<file path="src/rtl/pong_frame_scheduler.sv">
// pong_frame_scheduler: Pong game sequencer plus vblank-only round-robin paddle load arbiter.
// Optional build macro PONG_SCHED_STATS_EN adds o_drop_cnt (overwritten/discarded commands).
module pong_frame_scheduler #(
    parameter int unsigned WIN_SCORE    = 3,
    parameter int unsigned SERVE_FRAMES = 60,
    parameter int unsigned Y_MAX        = 420,
    parameter int unsigned CENTER_Y     = 210
) (
    input  logic       i_clk,
    input  logic       i_rst,
    input  logic       i_pix_stb,
    input  logic       i_vblank,
    input  logic       i_start,
    input  logic       i_cmd_valid,
    input  logic [9:0] i_cmd_data,
    output logic       o_cmd_ready,
    input  logic [3:0] i_score,
    output logic [8:0] o_bar_y,
    output logic       o_bar_sel,
    output logic       o_bar_load,
    output logic       o_enable_pong,
    output logic       o_ball_run,
    output logic [1:0] o_state
`ifdef PONG_SCHED_STATS_EN
    ,
    output logic [7:0] o_drop_cnt
`endif
);

    localparam int unsigned Y_W     = 9;
    localparam int unsigned CNT_W   = 8;
    localparam int unsigned SCORE_W = 2;

    localparam logic [Y_W-1:0]     Y_MAX_V    = Y_W'(Y_MAX);
    localparam logic [Y_W-1:0]     CENTER_V   = Y_W'(CENTER_Y);
    localparam logic [SCORE_W-1:0] WIN_V      = SCORE_W'(WIN_SCORE);
    localparam logic [CNT_W-1:0]   SERVE_LAST = CNT_W'(SERVE_FRAMES - 1);

    typedef enum logic [1:0] {
        ST_IDLE  = 2'd0,
        ST_SERVE = 2'd1,
        ST_PLAY  = 2'd2,
        ST_OVER  = 2'd3
    } state_t;

    state_t              r_state;
    state_t              w_state_nx;
    logic [CNT_W-1:0]    r_serve_cnt;
    logic [CNT_W-1:0]    w_serve_cnt_nx;
    logic                w_recenter;

    logic                r_vblank_q;
    logic                r_start_q;
    logic [3:0]          r_score_q;
    logic                r_cmd_ready;

    logic [Y_W-1:0]      r_val [2];
    logic [1:0]          r_pend;
    logic                r_rr;

    logic [Y_W-1:0]      r_bar_y;
    logic                r_bar_sel;
    logic                r_bar_load;
    logic                r_enable_pong;
    logic                r_ball_run;

    logic                w_accept;
    logic                w_live;
    logic                w_wr;
    logic                w_wr_slot;
    logic [Y_W-1:0]      w_req_y;
    logic [Y_W-1:0]      w_clamp_y;
    logic                w_frame_tick;
    logic                w_score_chg;
    logic                w_win;
    logic                w_start_fall;
    logic                w_grant;
    logic                w_grant_slot;

    // Command path and arbitration decode
    assign w_accept     = i_cmd_valid && r_cmd_ready;
    assign w_live       = (r_state == ST_SERVE) || (r_state == ST_PLAY);
    assign w_wr         = w_accept && w_live;
    assign w_wr_slot    = i_cmd_data[9];
    assign w_req_y      = i_cmd_data[8:0];
    assign w_clamp_y    = (w_req_y > Y_MAX_V) ? Y_MAX_V : w_req_y;
    assign w_frame_tick = i_vblank && !r_vblank_q;
    assign w_score_chg  = (i_score != r_score_q);
    assign w_win        = (i_score[1:0] >= WIN_V) || (i_score[3:2] >= WIN_V);
    assign w_start_fall = r_start_q && !i_start;
    assign w_grant      = i_pix_stb && i_vblank && (|r_pend);
    assign w_grant_slot = (&r_pend) ? r_rr : r_pend[1];

    // Game state register
    always_ff @(posedge i_clk) begin
        if (i_rst) begin
            r_state     <= ST_IDLE;
            r_serve_cnt <= '0;
        end else begin
            r_state     <= w_state_nx;
            r_serve_cnt <= w_serve_cnt_nx;
        end
    end

    // Game next-state logic
    always_comb begin
        w_state_nx     = r_state;
        w_serve_cnt_nx = r_serve_cnt;
        w_recenter     = 1'b0;
        case (r_state)
            ST_IDLE: begin
                if (i_start) begin
                    w_state_nx     = ST_SERVE;
                    w_serve_cnt_nx = '0;
                    w_recenter     = 1'b1;
                end
            end
            ST_SERVE: begin
                if (w_frame_tick) begin
                    if (r_serve_cnt == SERVE_LAST) begin
                        w_state_nx = ST_PLAY;
                    end else begin
                        w_serve_cnt_nx = r_serve_cnt + CNT_W'(1);
                    end
                end
            end
            ST_PLAY: begin
                if (w_score_chg) begin
                    if (w_win) begin
                        w_state_nx = ST_OVER;
                    end else begin
                        w_state_nx     = ST_SERVE;
                        w_serve_cnt_nx = '0;
                    end
                end
            end
            ST_OVER: begin
                if (w_start_fall) begin
                    w_state_nx = ST_IDLE;
                end
            end
            default: begin
                w_state_nx = ST_IDLE;
            end
        endcase
    end

    // Edge-detect history, handshake and game enables
    always_ff @(posedge i_clk) begin
        if (i_rst) begin
            r_vblank_q    <= 1'b0;
            r_start_q     <= 1'b0;
            r_score_q     <= '0;
            r_cmd_ready   <= 1'b0;
            r_enable_pong <= 1'b0;
            r_ball_run    <= 1'b0;
        end else begin
            r_vblank_q    <= i_vblank;
            r_start_q     <= i_start;
            r_score_q     <= i_score;
            r_cmd_ready   <= 1'b1;
            r_enable_pong <= (w_state_nx == ST_SERVE) || (w_state_nx == ST_PLAY);
            r_ball_run    <= (w_state_nx == ST_PLAY);
        end
    end

    // Paddle slots: a write in the grant cycle re-arms the slot after the old value is loaded
    always_ff @(posedge i_clk) begin
        if (i_rst) begin
            for (int s = 0; s < 2; s++) begin
                r_val[s] <= CENTER_V;
            end
            r_pend <= 2'b11;
            r_rr   <= 1'b1;
        end else begin
            for (int s = 0; s < 2; s++) begin
                if (w_recenter) begin
                    r_val[s]  <= CENTER_V;
                    r_pend[s] <= 1'b1;
                end else if (w_wr && (w_wr_slot == 1'(s))) begin
                    r_val[s]  <= w_clamp_y;
                    r_pend[s] <= 1'b1;
                end else if (w_grant && (w_grant_slot == 1'(s))) begin
                    r_pend[s] <= 1'b0;
                end
            end
            if (w_grant && (&r_pend)) begin
                r_rr <= ~r_rr;
            end
        end
    end

    // Shared paddle load bus
    always_ff @(posedge i_clk) begin
        if (i_rst) begin
            r_bar_y    <= '0;
            r_bar_sel  <= 1'b0;
            r_bar_load <= 1'b0;
        end else begin
            r_bar_load <= w_grant;
            if (w_grant) begin
                r_bar_y   <= r_val[w_grant_slot];
                r_bar_sel <= w_grant_slot;
            end
        end
    end

`ifdef PONG_SCHED_STATS_EN
    logic [7:0] r_drop_cnt;
    logic       w_drop;

    // A pending value is only lost if the same-cycle grant is not already taking it
    assign w_drop = w_accept &&
                    (!w_live || (r_pend[w_wr_slot] && !(w_grant && (w_grant_slot == w_wr_slot))));

    always_ff @(posedge i_clk) begin
        if (i_rst) begin
            r_drop_cnt <= '0;
        end else if (w_drop && (r_drop_cnt != 8'hFF)) begin
            r_drop_cnt <= r_drop_cnt + 8'd1;
        end
    end

    assign o_drop_cnt = r_drop_cnt;
`endif

    assign o_cmd_ready   = r_cmd_ready;
    assign o_bar_y       = r_bar_y;
    assign o_bar_sel     = r_bar_sel;
    assign o_bar_load    = r_bar_load;
    assign o_enable_pong = r_enable_pong;
    assign o_ball_run    = r_ball_run;
    assign o_state       = r_state;

endmodule

</file>
<file path="config.mk">
export PLATFORM = sky130hd
export DESIGN_NAME = pong_frame_scheduler
export DESIGN_NICKNAME = d
export VERILOG_FILES = /design/src/rtl/pong_frame_scheduler.sv
export SDC_FILE = /design/constraint.sdc
export NUM_CORES = 1
export LEC_CHECK = 0
export CAP_MARGIN = 40
export CORE_UTILIZATION = 54
export CTS_CLUSTER_DIAMETER = 40
export CTS_CLUSTER_SIZE = 40
export DETAILED_ROUTE_END_ITERATION = 7
export PLACE_DENSITY = 0.77
export SLEW_MARGIN = 30
export SYNTH_ARGS = -nofsm -noshare
export SYNTH_HDL_FRONTEND = slang
export SYNTH_SLANG_ARGS = --single-unit
</file>
<file path="constraint.sdc">
create_clock -name i_clk -period 4.1 [get_ports i_clk]
set_input_delay 0.82 -clock i_clk [delete_from_list [all_inputs] [get_ports i_clk]]
set_output_delay 0.82 -clock i_clk [all_outputs]
set_load 0.01 [all_outputs]
</file>
==> results.toml, run 1 <==
[synthesis]
synthesis.area_um2 = 2251
synthFlopType = "sky130_fd_sc_hd__dfxtp_1"
syn_area_per_cell_um2 = 10.19
synthesis.instances = 221
ys_async_sr_fraction_pct = 0
synth_area_leader_cell = "sky130_fd_sc_hd__dfxtp_1"
ys_top_cells_by_area = "sky130_fd_sc_hd__dfxtp_1 29%, sky130_fd_sc_hd__edfxtp_1 24%, sky130_fd_sc_hd__nand2_1 4.5%"
synth_fp_nets = 248
yosys.area.top_type_share_pct = 29.35
yosys_register_bits = 51
number_of_enable_type_register_cells_in_the_synthesized_netlist = 18
synth.lib_cells_used.distinct = 50
ys.warnings.count = 0
seq_area_frac_synth_pct = 53.36

[floorplan]
initial_utilization_pct = 56.27
io-pin-count = 36
die_height_um = 66.56
floorplan.rows = 23
fp.coreArea_um2 = 4000
die_w_um = 66.56
die_area_um2 = 4430

[worst_setup_path]
path_max_fanout = 11
r2r_setup_slack_ns = 1.62
start_kind = "primary input"
ff2ff_path_depth = 6
critical_path_class = "primary input to register"
worst_ep_arrival_time_ns = 2.91
worst_setup_path_end_kind = "register"
timing.rr.end = "r_serve_cnt[3]$_SDFFE_PP0P_"
r2r-start = "o_state[1]$_SDFF_PP0_"
required_ns = 4.31

[sta]
timing.clock.skew_ns = 0.004311
layout_min_cycle_time_ns = 2.701
report.final.hold_viol_count = 0
timing_max_transition_violations_final = 0
fin_crit_sh_pct = 65.89
worst_slew_pin_slew_ns = 0.6693
maximum_clock_frequency_ghz = 0.3702
fin_tns_setup_ns = 0
slew-limit-headroom_pct = 55.30
rsz0062_at_grt = "no"
setup-violations-final = 0

[clock_network]
post-cts-setup-buffer-count = 0
max-clock-path-buffers = 2
clock_insertion_delay_worst_skew_ns = 0.30
root_buffer = "sky130_fd_sc_hd__clkbuf_8"
clk_sink_count = 51
cts.clk_slew.worst_paths_ns = 0.08
cts_hold_buffers = 0
tritoncts.num_buffers = 5
cts.htree.levels = 2
cts_resized = 0
tritoncts = "done"

[power_and_ir_drop]
p_total_w = 0.001028
power_switching_share_pct = 23.09
power_per_cell_area_nw_per_um2 = 372.8
intPower_w = 0.0007903
netSwitchingPower_w = 0.0002372
pwr-share-comb_pct = 13.0
share_seq_of_total_power_pct = 54.0
pwr-share-clk_pct = 33.0
ir_drop_mv = 0.2054
static-leakage-power_nw = 1.022

[placed_design]
portBuffers = 35
place_congestion = 0.8075
hpwl_mm = 3.281
postPlaceCellArea_um2 = 2650

[drt]
topRoutingLayerUsed = "met4"
detailroute.wirelength.met2_mm = 2.178
wl_mm = 4.609
drt-met1-wl_mm = 2.112
remaining_drc_errors = 0
number_of_violations_reported_at_the_end_of_detailed_routing_iteration_0 = 121
routed-via-count = 1807
vias_per_cell = 5.829
detail_route.first_pass.iterations = 4
route.met3.wl_um = 218
detail_route.wl_per_cell_um = 14.87
ant_nets = 0

[cells_and_area]
final_layout_net_count = 286
n_fill_cell = 319
area_growth_pct = 22.46
insertedDiodeCount = 0
fin_util_pct = 68.91
layout-drive-gt1-share_pct = 7.692
finish.instance_area_um2 = 2756

[worst_hold_path]
worstHoldEndpoint = "o_bar_y[1]$_SDFFE_PP0P_"
worst_hold_path.num_cells = 2
hold_path.startpoint = "r_val[1][1]$_SDFFCE_PN1P_"
worst_hold_path_type = "register to register"

[grt]
grt_first_pass_wirelength_mm = 7.458
grt_pass1_vias = 1627
grt_antenna_before_repair = 0
grt_overflow_total = 0
grt_max_degree = 31
gr-usage-all-layers_pct = 23.07

[job]
max_cap_viol_count = 0

[run_status]
status = "finished, final reports clean"
stage by stage:
step	cells	hold slack (ns)	setup WS, ns
3_5_place_dp	302	0.4810	1.122
2_1_floorplan	221	0.4514	1.954
5_1_grt	310	0.5330	1.187
3_3_place_gp	301	0.4615	1.131
4_1_cts	310	0.5008	1.413
6_report	310	0.4950	1.399
kinds of logic after synthesis:
family	share of synthesized area [%]
flops	53.36
fa+ha+maj	3.891
buf+inv	3.669
simple gates	20.57
xor+xnor	1.945
compound gates	16.57
cell usage after synthesis, drive strengths merged (4+ instances only):
library cell  instances
dfxtp                33
nand2                27
nor2                 24
edfxtp               18
inv                  10
a222oi                9
nor2b                 8
ha                    7
nand3                 7
a21oi                 6
clkbuf                6
nand2b                5
o21bai                5
xor2                  5
nor3                  4
area by class of cell:
type	instances	area [um^2]	area share [%]
flip-flops and latches	51	1201	43.58
multi-input cells	151	967.2	35.09
repair buffers	39	377.9	13.71
clock buffers	7	76.32	2.769
well taps	50	62.56	2.270
inverters	11	41.29	1.498
clock inverters	1	30.03	1.089
how the worst max path moves through the flow:
stage	from	to	slack, ns	depth (start not counted)
2_1_floorplan	i_score[3]	o_enable_pong$_SDFF_PP0_	1.95	7
3_3_place_gp	i_start	r_serve_cnt[3]$_SDFFE_PP0P_	1.13	6
3_5_place_dp	i_start	r_serve_cnt[3]$_SDFFE_PP0P_	1.12	6
4_1_cts	i_start	r_serve_cnt[3]$_SDFFE_PP0P_	1.41	6
5_1_grt	i_start	r_serve_cnt[3]$_SDFFE_PP0P_	1.19	6
6_report	i_start	r_serve_cnt[3]$_SDFFE_PP0P_	1.40	6
registers in the layout, indices dropped and copies added, names as in the netlist:
| register | flops |
|---|---|
| o_ball_run | 1 |
| o_bar_load | 1 |
| o_bar_sel | 1 |
| o_bar_y | 9 |
| o_cmd_ready | 1 |
| o_enable_pong | 1 |
| o_state | 2 |
| r_pend | 2 |
| r_rr | 1 |
| r_score_q | 4 |
| r_serve_cnt | 8 |
| r_start_q | 1 |
| r_val | 18 |
| r_vblank_q | 1 |
worst max-delay path, stage by stage:
cell and delay (ns):
sky130_fd_sc_hd__clkdlybuf4s50_1 0.60, sky130_fd_sc_hd__inv_1 0.09, sky130_fd_sc_hd__a221o_1 0.34, sky130_fd_sc_hd__a211oi_2 0.54, sky130_fd_sc_hd__nand2_1 0.19, sky130_fd_sc_hd__o41ai_1 0.32
placed cells by master (no fill, tap or decap), types with 3 or more instances in the layout:
master / synthesis / layout
sky130_fd_sc_hd__edfxtp_1: 18 / 18
sky130_fd_sc_hd__or2_2: 3 / 3
sky130_fd_sc_hd__nand2_1: 27 / 27
sky130_fd_sc_hd__inv_1: 10 / 10
sky130_fd_sc_hd__nor2_1: 24 / 24
sky130_fd_sc_hd__clkdlybuf4s50_1: 0 / 35
sky130_fd_sc_hd__nand2b_1: 5 / 5
sky130_fd_sc_hd__dfxtp_1: 33 / 33
sky130_fd_sc_hd__ha_1: 7 / 7
sky130_fd_sc_hd__nand3_1: 7 / 7
sky130_fd_sc_hd__nor2b_1: 8 / 8
sky130_fd_sc_hd__a21oi_1: 6 / 6
sky130_fd_sc_hd__clkbuf_8: 0 / 5
sky130_fd_sc_hd__nand4_1: 3 / 3
sky130_fd_sc_hd__o21bai_1: 5 / 5
sky130_fd_sc_hd__a222oi_1: 9 / 9
sky130_fd_sc_hd__buf_4: 1 / 3
sky130_fd_sc_hd__xor2_1: 5 / 5
sky130_fd_sc_hd__nor3_1: 4 / 4
power by group through the flow:
stage / combinational (W) / clock, W / sequential (W)
finish: 0.000133 / 0.000339 / 0.000555
global route: 0.000147 / 0.000363 / 0.000558
CTS: 0.000134 / 0.000348 / 0.000555
detailed placement: 0.000132 / 0 / 0.000567
global placement: 0.000129 / 0 / 0.000567
floorplan: 0.0000699 / 0 / 0.000569
metal layers:
layer	global-route usage (%)	up-vias
li1	-	880
met1	31.61	867
met2	34.34	51
met3	4.110	9
met4	12.50	0
met5	0	-
(Power assumes the default switching activity.)
==> run 2: changes to the inputs <==
- CORE_UTILIZATION: 54 -> 53
- PLACE_DENSITY: 0.77 -> 0.76
- clock period: 4.1 -> 2.65 ns (I/O delays scaled with it)
==> results.toml, run 2 (synthesis gave the netlist of run 1 again) <==
[drt]
routed-via-count = 1790
detail_route.first_pass.iterations = 6
detail_route.wl_per_cell_um = 14.69
ant_nets = 0
wl_mm = 4.614
vias_per_cell = 5.701
remaining_drc_errors = 0
number_of_violations_reported_at_the_end_of_detailed_routing_iteration_0 = 200

[cells_and_area]
final_layout_net_count = 290
n_fill_cell = 330
insertedDiodeCount = 0
finish.instance_area_um2 = 2794
stdcell_count = 314
most_common_cell_after_layout_fill_and_taps_aside = "sky130_fd_sc_hd__clkdlybuf4s50_1"
multiInputGateArea_um2 = 967.2
register_area_um2 = 1201
max_flop_register = "r_val"
flip_flop_count_of_the_largest_register_after_layout = 18
mostFrequentLayoutCells = "35 x sky130_fd_sc_hd__clkdlybuf4s50_1, 33 x sky130_fd_sc_hd__dfxtp_1, 27 x sky130_fd_sc_hd__nand2_1, 24 x sky130_fd_sc_hd__nor2_1, 18 x sky130_fd_sc_hd__edfxtp_1"
area_growth_pct = 24.12
layout-drive-gt1-share_pct = 9.848

[worst_setup_path]
critical_path_class = "primary input to register"
worst_setup_path_end_kind = "register"
cp_cell_sequence = "clkdlybuf4s50_1 > xor2_1 > nor4_1 > nor3b_1 > a2bb2oi_1 > a211oi_1 > ha_1 > nor2_1"
worst_ep_arrival_time_ns = 2.46
r2r-start = "r_serve_cnt[0]$_SDFFE_PP0P_"
timing.critical_path.from = "i_score[2]"
critical-path-max-stage-delay_ns = 0.54
required_ns = 2.90
critical-path-top-delay-family = "buffers and inverters"
start_kind = "primary input"
slowest_stage_cell_on_the_critical_path = "sky130_fd_sc_hd__clkdlybuf4s50_1"
cp_num_buf_inv = 1
path_max_fanout = 4

[worst_hold_path]
hold_path.startpoint = "r_val[1][7]$_SDFFCE_PN1P_"
worst_hold_path_type = "register to register"

[power_and_ir_drop]
share_seq_of_total_power_pct = 54.1
pwr-share-clk_pct = 32.5
static-leakage-power_nw = 1.048
netSwitchingPower_w = 0.0003940
ir_drop_mv = 0.3973
pwr-share-comb_pct = 13.3
power_per_cell_area_nw_per_um2 = 568.2
p_total_w = 0.001588
intPower_w = 0.001194
power_switching_share_pct = 24.81

[floorplan]
die_height_um = 67.17
die_area_um2 = 4512
io-pin-count = 36
floorplan.rows = 23
fp.coreArea_um2 = 4029
initial_utilization_pct = 55.87
die_w_um = 67.17

[sta]
report.final.hold_viol_count = 0
finalWorstSetupSlack_ns = 0.4480
fin_crit_sh_pct = 83.09
fin_tns_setup_ns = 0
worst_slew_pin_slew_ns = 0.4226
slew-limit-headroom_pct = 71.76
maximum_clock_frequency_ghz = 0.4541
timing.clock.skew_ns = 0.009486
setup-violations-final = 0
layout_min_cycle_time_ns = 2.202
rsz0062_at_grt = "no"
timing_max_transition_violations_final = 0

[placed_design]
hpwl_mm = 3.312
postPlaceCellArea_um2 = 2683
portBuffers = 35
place_congestion = 0.8200
placed_cells = 306
place_worst_setup_slack_ns = 0.1331

[clock_network]
max-clock-path-buffers = 2
cts_resized = 0
root_buffer = "sky130_fd_sc_hd__clkbuf_8"
cts_hold_buffers = 0
cts.clk_slew.worst_paths_ns = 0.10
clock_insertion_delay_worst_skew_ns = 0.31
tritoncts = "done"
tritoncts.num_buffers = 5
post-cts-setup-buffer-count = 0
clk_sink_count = 51
cts.htree.levels = 2

[grt]
grt_max_degree = 29
grt_first_pass_wirelength_mm = 7.631
grt_overflow_total = 0
gr-usage-all-layers_pct = 22.74
grt_pass1_vias = 1692
grt_antenna_before_repair = 0

[job]
max_cap_viol_count = 0

[run_status]
status = "finished, final reports clean"
## run 2: changes by cell type in the layout (fill, tap and decap cells not counted)
cell                        before  now
sky130_fd_sc_hd__buf_4           3    8
sky130_fd_sc_hd__clkbuf_1        2    0
sky130_fd_sc_hd__buf_2           1    0
sky130_fd_sc_hd__bufinv_16       1    0
sky130_fd_sc_hd__clkbuf_16       0    1
sky130_fd_sc_hd__clkinv_4        0    1
sky130_fd_sc_hd__inv_6           0    1
## run 2: per-stage QoR
stage,util (%),hold slack [ns]
after CTS,69.35,0.4904
after floorplan,-,0.4514
after global placement,66.58,0.4630
after global routing,69.35,0.5218
after detailed placement,66.58,0.4763
final,69.35,0.4904
## run 2: worst paths after layout
kind | to | cells past startpoint | slack (ns)
max | o_enable_pong$_SDFF_PP0_ | 8 | 0.45
min | o_bar_y[7]$_SDFFE_PP0P_ | 2 | 0.49
max reg2reg | o_enable_pong$_SDFF_PP0_ | 7 | 0.50
min reg2reg | o_bar_y[7]$_SDFFE_PP0P_ | 2 | 0.49
## run 2: power groups by stage
stage / Combinational [W] / Sequential (W) / Clock [W]
after global routing: 0.000233 / 0.000864 / 0.000557
after floorplan: 0.000108 / 0.000881 / 0
after CTS: 0.000212 / 0.000860 / 0.000525
final: 0.000212 / 0.000860 / 0.000516
after detailed placement: 0.000211 / 0.000878 / 0
after global placement: 0.000207 / 0.000877 / 0
## run 2: area by class of cell
| type | count | area share, % |
|---|---|---|
| repair buffers | 43 | 14.69 |
| multi-input cells | 151 | 34.62 |
| flip-flops and latches | 51 | 42.99 |
| well taps | 50 | 2.239 |
| clock buffers | 6 | 3.359 |
| inverters | 11 | 1.478 |
| clock inverters | 2 | 0.6270 |
## run 2: layer usage
metal | vias to the layer above | GRT usage [%] | share of wire, %
met2 | 52 | 34.50 | 46
met5 | - | 0 | 0
li1 | 890 | - | -
met3 | 7 | 4.223 | 5.3
met1 | 841 | 32.25 | 47
met4 | 0 | 8.245 | 1.4
## run 2: worst min-delay path, delay by kind of cell (launching register included)
family | cells | cell delay, ns
flip-flops | 1 | 0.33
AND/OR/NAND/NOR | 1 | 0.08
AO/OA/AOI/OAI | 1 | 0.06
==> edit: new RTL, flow settings as in run 1 <==
Change the localparam `CNT_W` from 8 to 12.
--- a/src/rtl/pong_frame_scheduler.sv
+++ b/src/rtl/pong_frame_scheduler.sv
@@ -28,7 +28,7 @@
 );
 
     localparam int unsigned Y_W     = 9;
-    localparam int unsigned CNT_W   = 8;
+    localparam int unsigned CNT_W   = 12;
     localparam int unsigned SCORE_W = 2;
 
     localparam logic [Y_W-1:0]     Y_MAX_V    = Y_W'(Y_MAX);
Function: same outputs for any inputs over 10 cycles, from zero or initial values and one cycle with i_rst high; that may be too few to reach the edited logic, so the function may still have changed.
==> edit against run 1 <==
Synthesized cell count increased by 12%. Synthesized area rose by 12%. Worst setup slack got worse by 0.055 ns. Critical path depth down 1. Sequential cell count is 4 higher. Design area up 9.1%. Wire length rose by 9.2%. Sequential share of layout area shrank 0.96 points. First-iteration DRC count up 41%. Worst hold slack lost 0.012 ns. Utilization is 0.80 points lower. Total power is 0.47% lower. Largest power group unchanged.
==> edit: results (changes against run 1) <==
drive_above_1_share_pct: 6.294  # -1.4 points
vias_per_cell: 5.825  # about the same
worstPathArrival_ns: 2.79  # -0.12 ns
worstSkewPairLatency_ns: 0.30  # about the same
dr.first_iter.drc_count: 171  # +41%
ys.flop_type: "dfxtp_1"
syn-mean-instance-area_um2: 10.19  # about the same
gp_congestion: 0.7857  # -2.7%
wl_per_cell_um: 14.89  # +0.13%
final_nets: 312  # +9.1%
antenna_found_initial: 0  # unchanged
antenna_cells: 0  # unchanged
regMostFlops: "r_val"
yosys_warnings: 0  # unchanged
grt_pass1_wl_mm: 8.590  # +15%
pre_cts_slack_ns: 0.9897  # -0.1327 ns
tightest_slew_ns: 0.6626  # -0.006697 ns
leakage_nw: 1.035  # +1.3%
grt_start_max_net_pins: 16  # -48%
placed_area_um2: 2917  # +10%
async_flop_share_pct: 0  # unchanged
dp.cells: 328  # +8.6%
syn_nets: 274  # +10%
yosys.area_share.adder_pct: 3.481  # -0.41 points
outcome: "complete, no violations"
fin_cells: 338  # +9.0%
yosysSeqAreaShare_pct: 50.92  # -2.4 points
largest_register_ffs: 18  # unchanged
synthDistinctLibCells: 49  # -2.0%
synth.area.top_cells: "dfxtp_1, edfxtp_1, nand2_1, nor2_1, a222oi_1"
grt_pass1_vias: 1868  # +15%
grtUsageTotal_pct: 21.85  # -1.2 points
fillCellCount: 341  # +6.9%
fin_skew_ns: 0.006872  # +0.002561 ns
synthXorXnorAreaFrac_pct: 1.740  # -0.21 points
synth_commonest_cells: "dfxtp_1, nand2_1, nor2_1"
dp_hpwl_mm: 3.591  # +9.5%
p_sw_mw: 0.2530  # +6.7%
port_buffers: 35  # unchanged
worstPathMaxFanout: 14  # +3
vdd_ir_drop_max_uv: 197.0  # -4.1%
slew_viol_final: 0  # unchanged
synth_compound_area_share_pct: 20.44  # +3.9 points
[edit: cell count changes after synthesis, moves of 3 or more]
cell | before | now
a21oi_1 | 6 | 11
or3_1 | 2 | 6
o211ai_1 | 1 | 4
dfxtp_1 | 33 | 37
o21ai_0 | 2 | 5
o21ai_1 | 0 | 3
xor2_1 | 5 | 1
xnor2_1 | 0 | 4
and4_1 | 1 | 4
[edit: cells by family (layout without fill, tap and decap cells)]
family,after synthesis,count (layout)
AO/OA/AOI/OAI,60,60
XOR/XNOR,5,5
adder cells (fa/ha/maj),7,7
buffers and inverters,19,58
flip-flops,55,55
AND/OR/NAND/NOR,101,101
[edit: final timing paths]
check,end,cells past startpoint,slack [ns],from
max,r_val[0][4],5,1.34,i_rst
min,r_serve_cnt[11],1,0.48,r_serve_cnt[11]
max reg2reg,r_serve_cnt[3],7,1.57,o_state[1]
min reg2reg,r_serve_cnt[11],1,0.48,r_serve_cnt[11]
[edit: layer usage]
layer	part of all wire (%)	vias to the layer above	GRT usage [%]
met5	0	-	0
met2	51	44	37.14
met4	0.81	0	8.000
li1	-	992	-
met1	44	929	27.36
met3	3.6	4	4.329
[edit: power by group through the flow]
| stage | Combinational (mW) | Clock, mW | Sequential (mW) |
|---|---|---|---|
| 3_3_place_gp | 0.145 | 0 | 0.607 |
| 4_1_cts | 0.149 | 0.288 | 0.595 |
| 2_1_floorplan | 0.0830 | 0 | 0.609 |
| 3_5_place_dp | 0.148 | 0 | 0.607 |
| 6_report | 0.149 | 0.279 | 0.595 |
| 5_1_grt | 0.164 | 0.311 | 0.597 |
[edit: final cells by class]
| cell class | instances | area (µm²) | area share (%) |
|---|---|---|---|
| clock buffers | 6 | 72.57 | 2.414 |
| clock inverters | 2 | 7.507 | 0.2497 |
| inverters | 11 | 41.29 | 1.373 |
| multi-input cells | 173 | 1164 | 38.70 |
| flip-flops and latches | 55 | 1281 | 42.61 |
| well taps | 52 | 65.06 | 2.164 |
| repair buffers | 39 | 375.4 | 12.48 |
[edit: worst max-delay path: stages]
cell and delay [ns]:
clkdlybuf4s50_1 0.71, inv_1 0.46, nand2_1 0.22, nor3_1 0.48
nand2_1 0.10
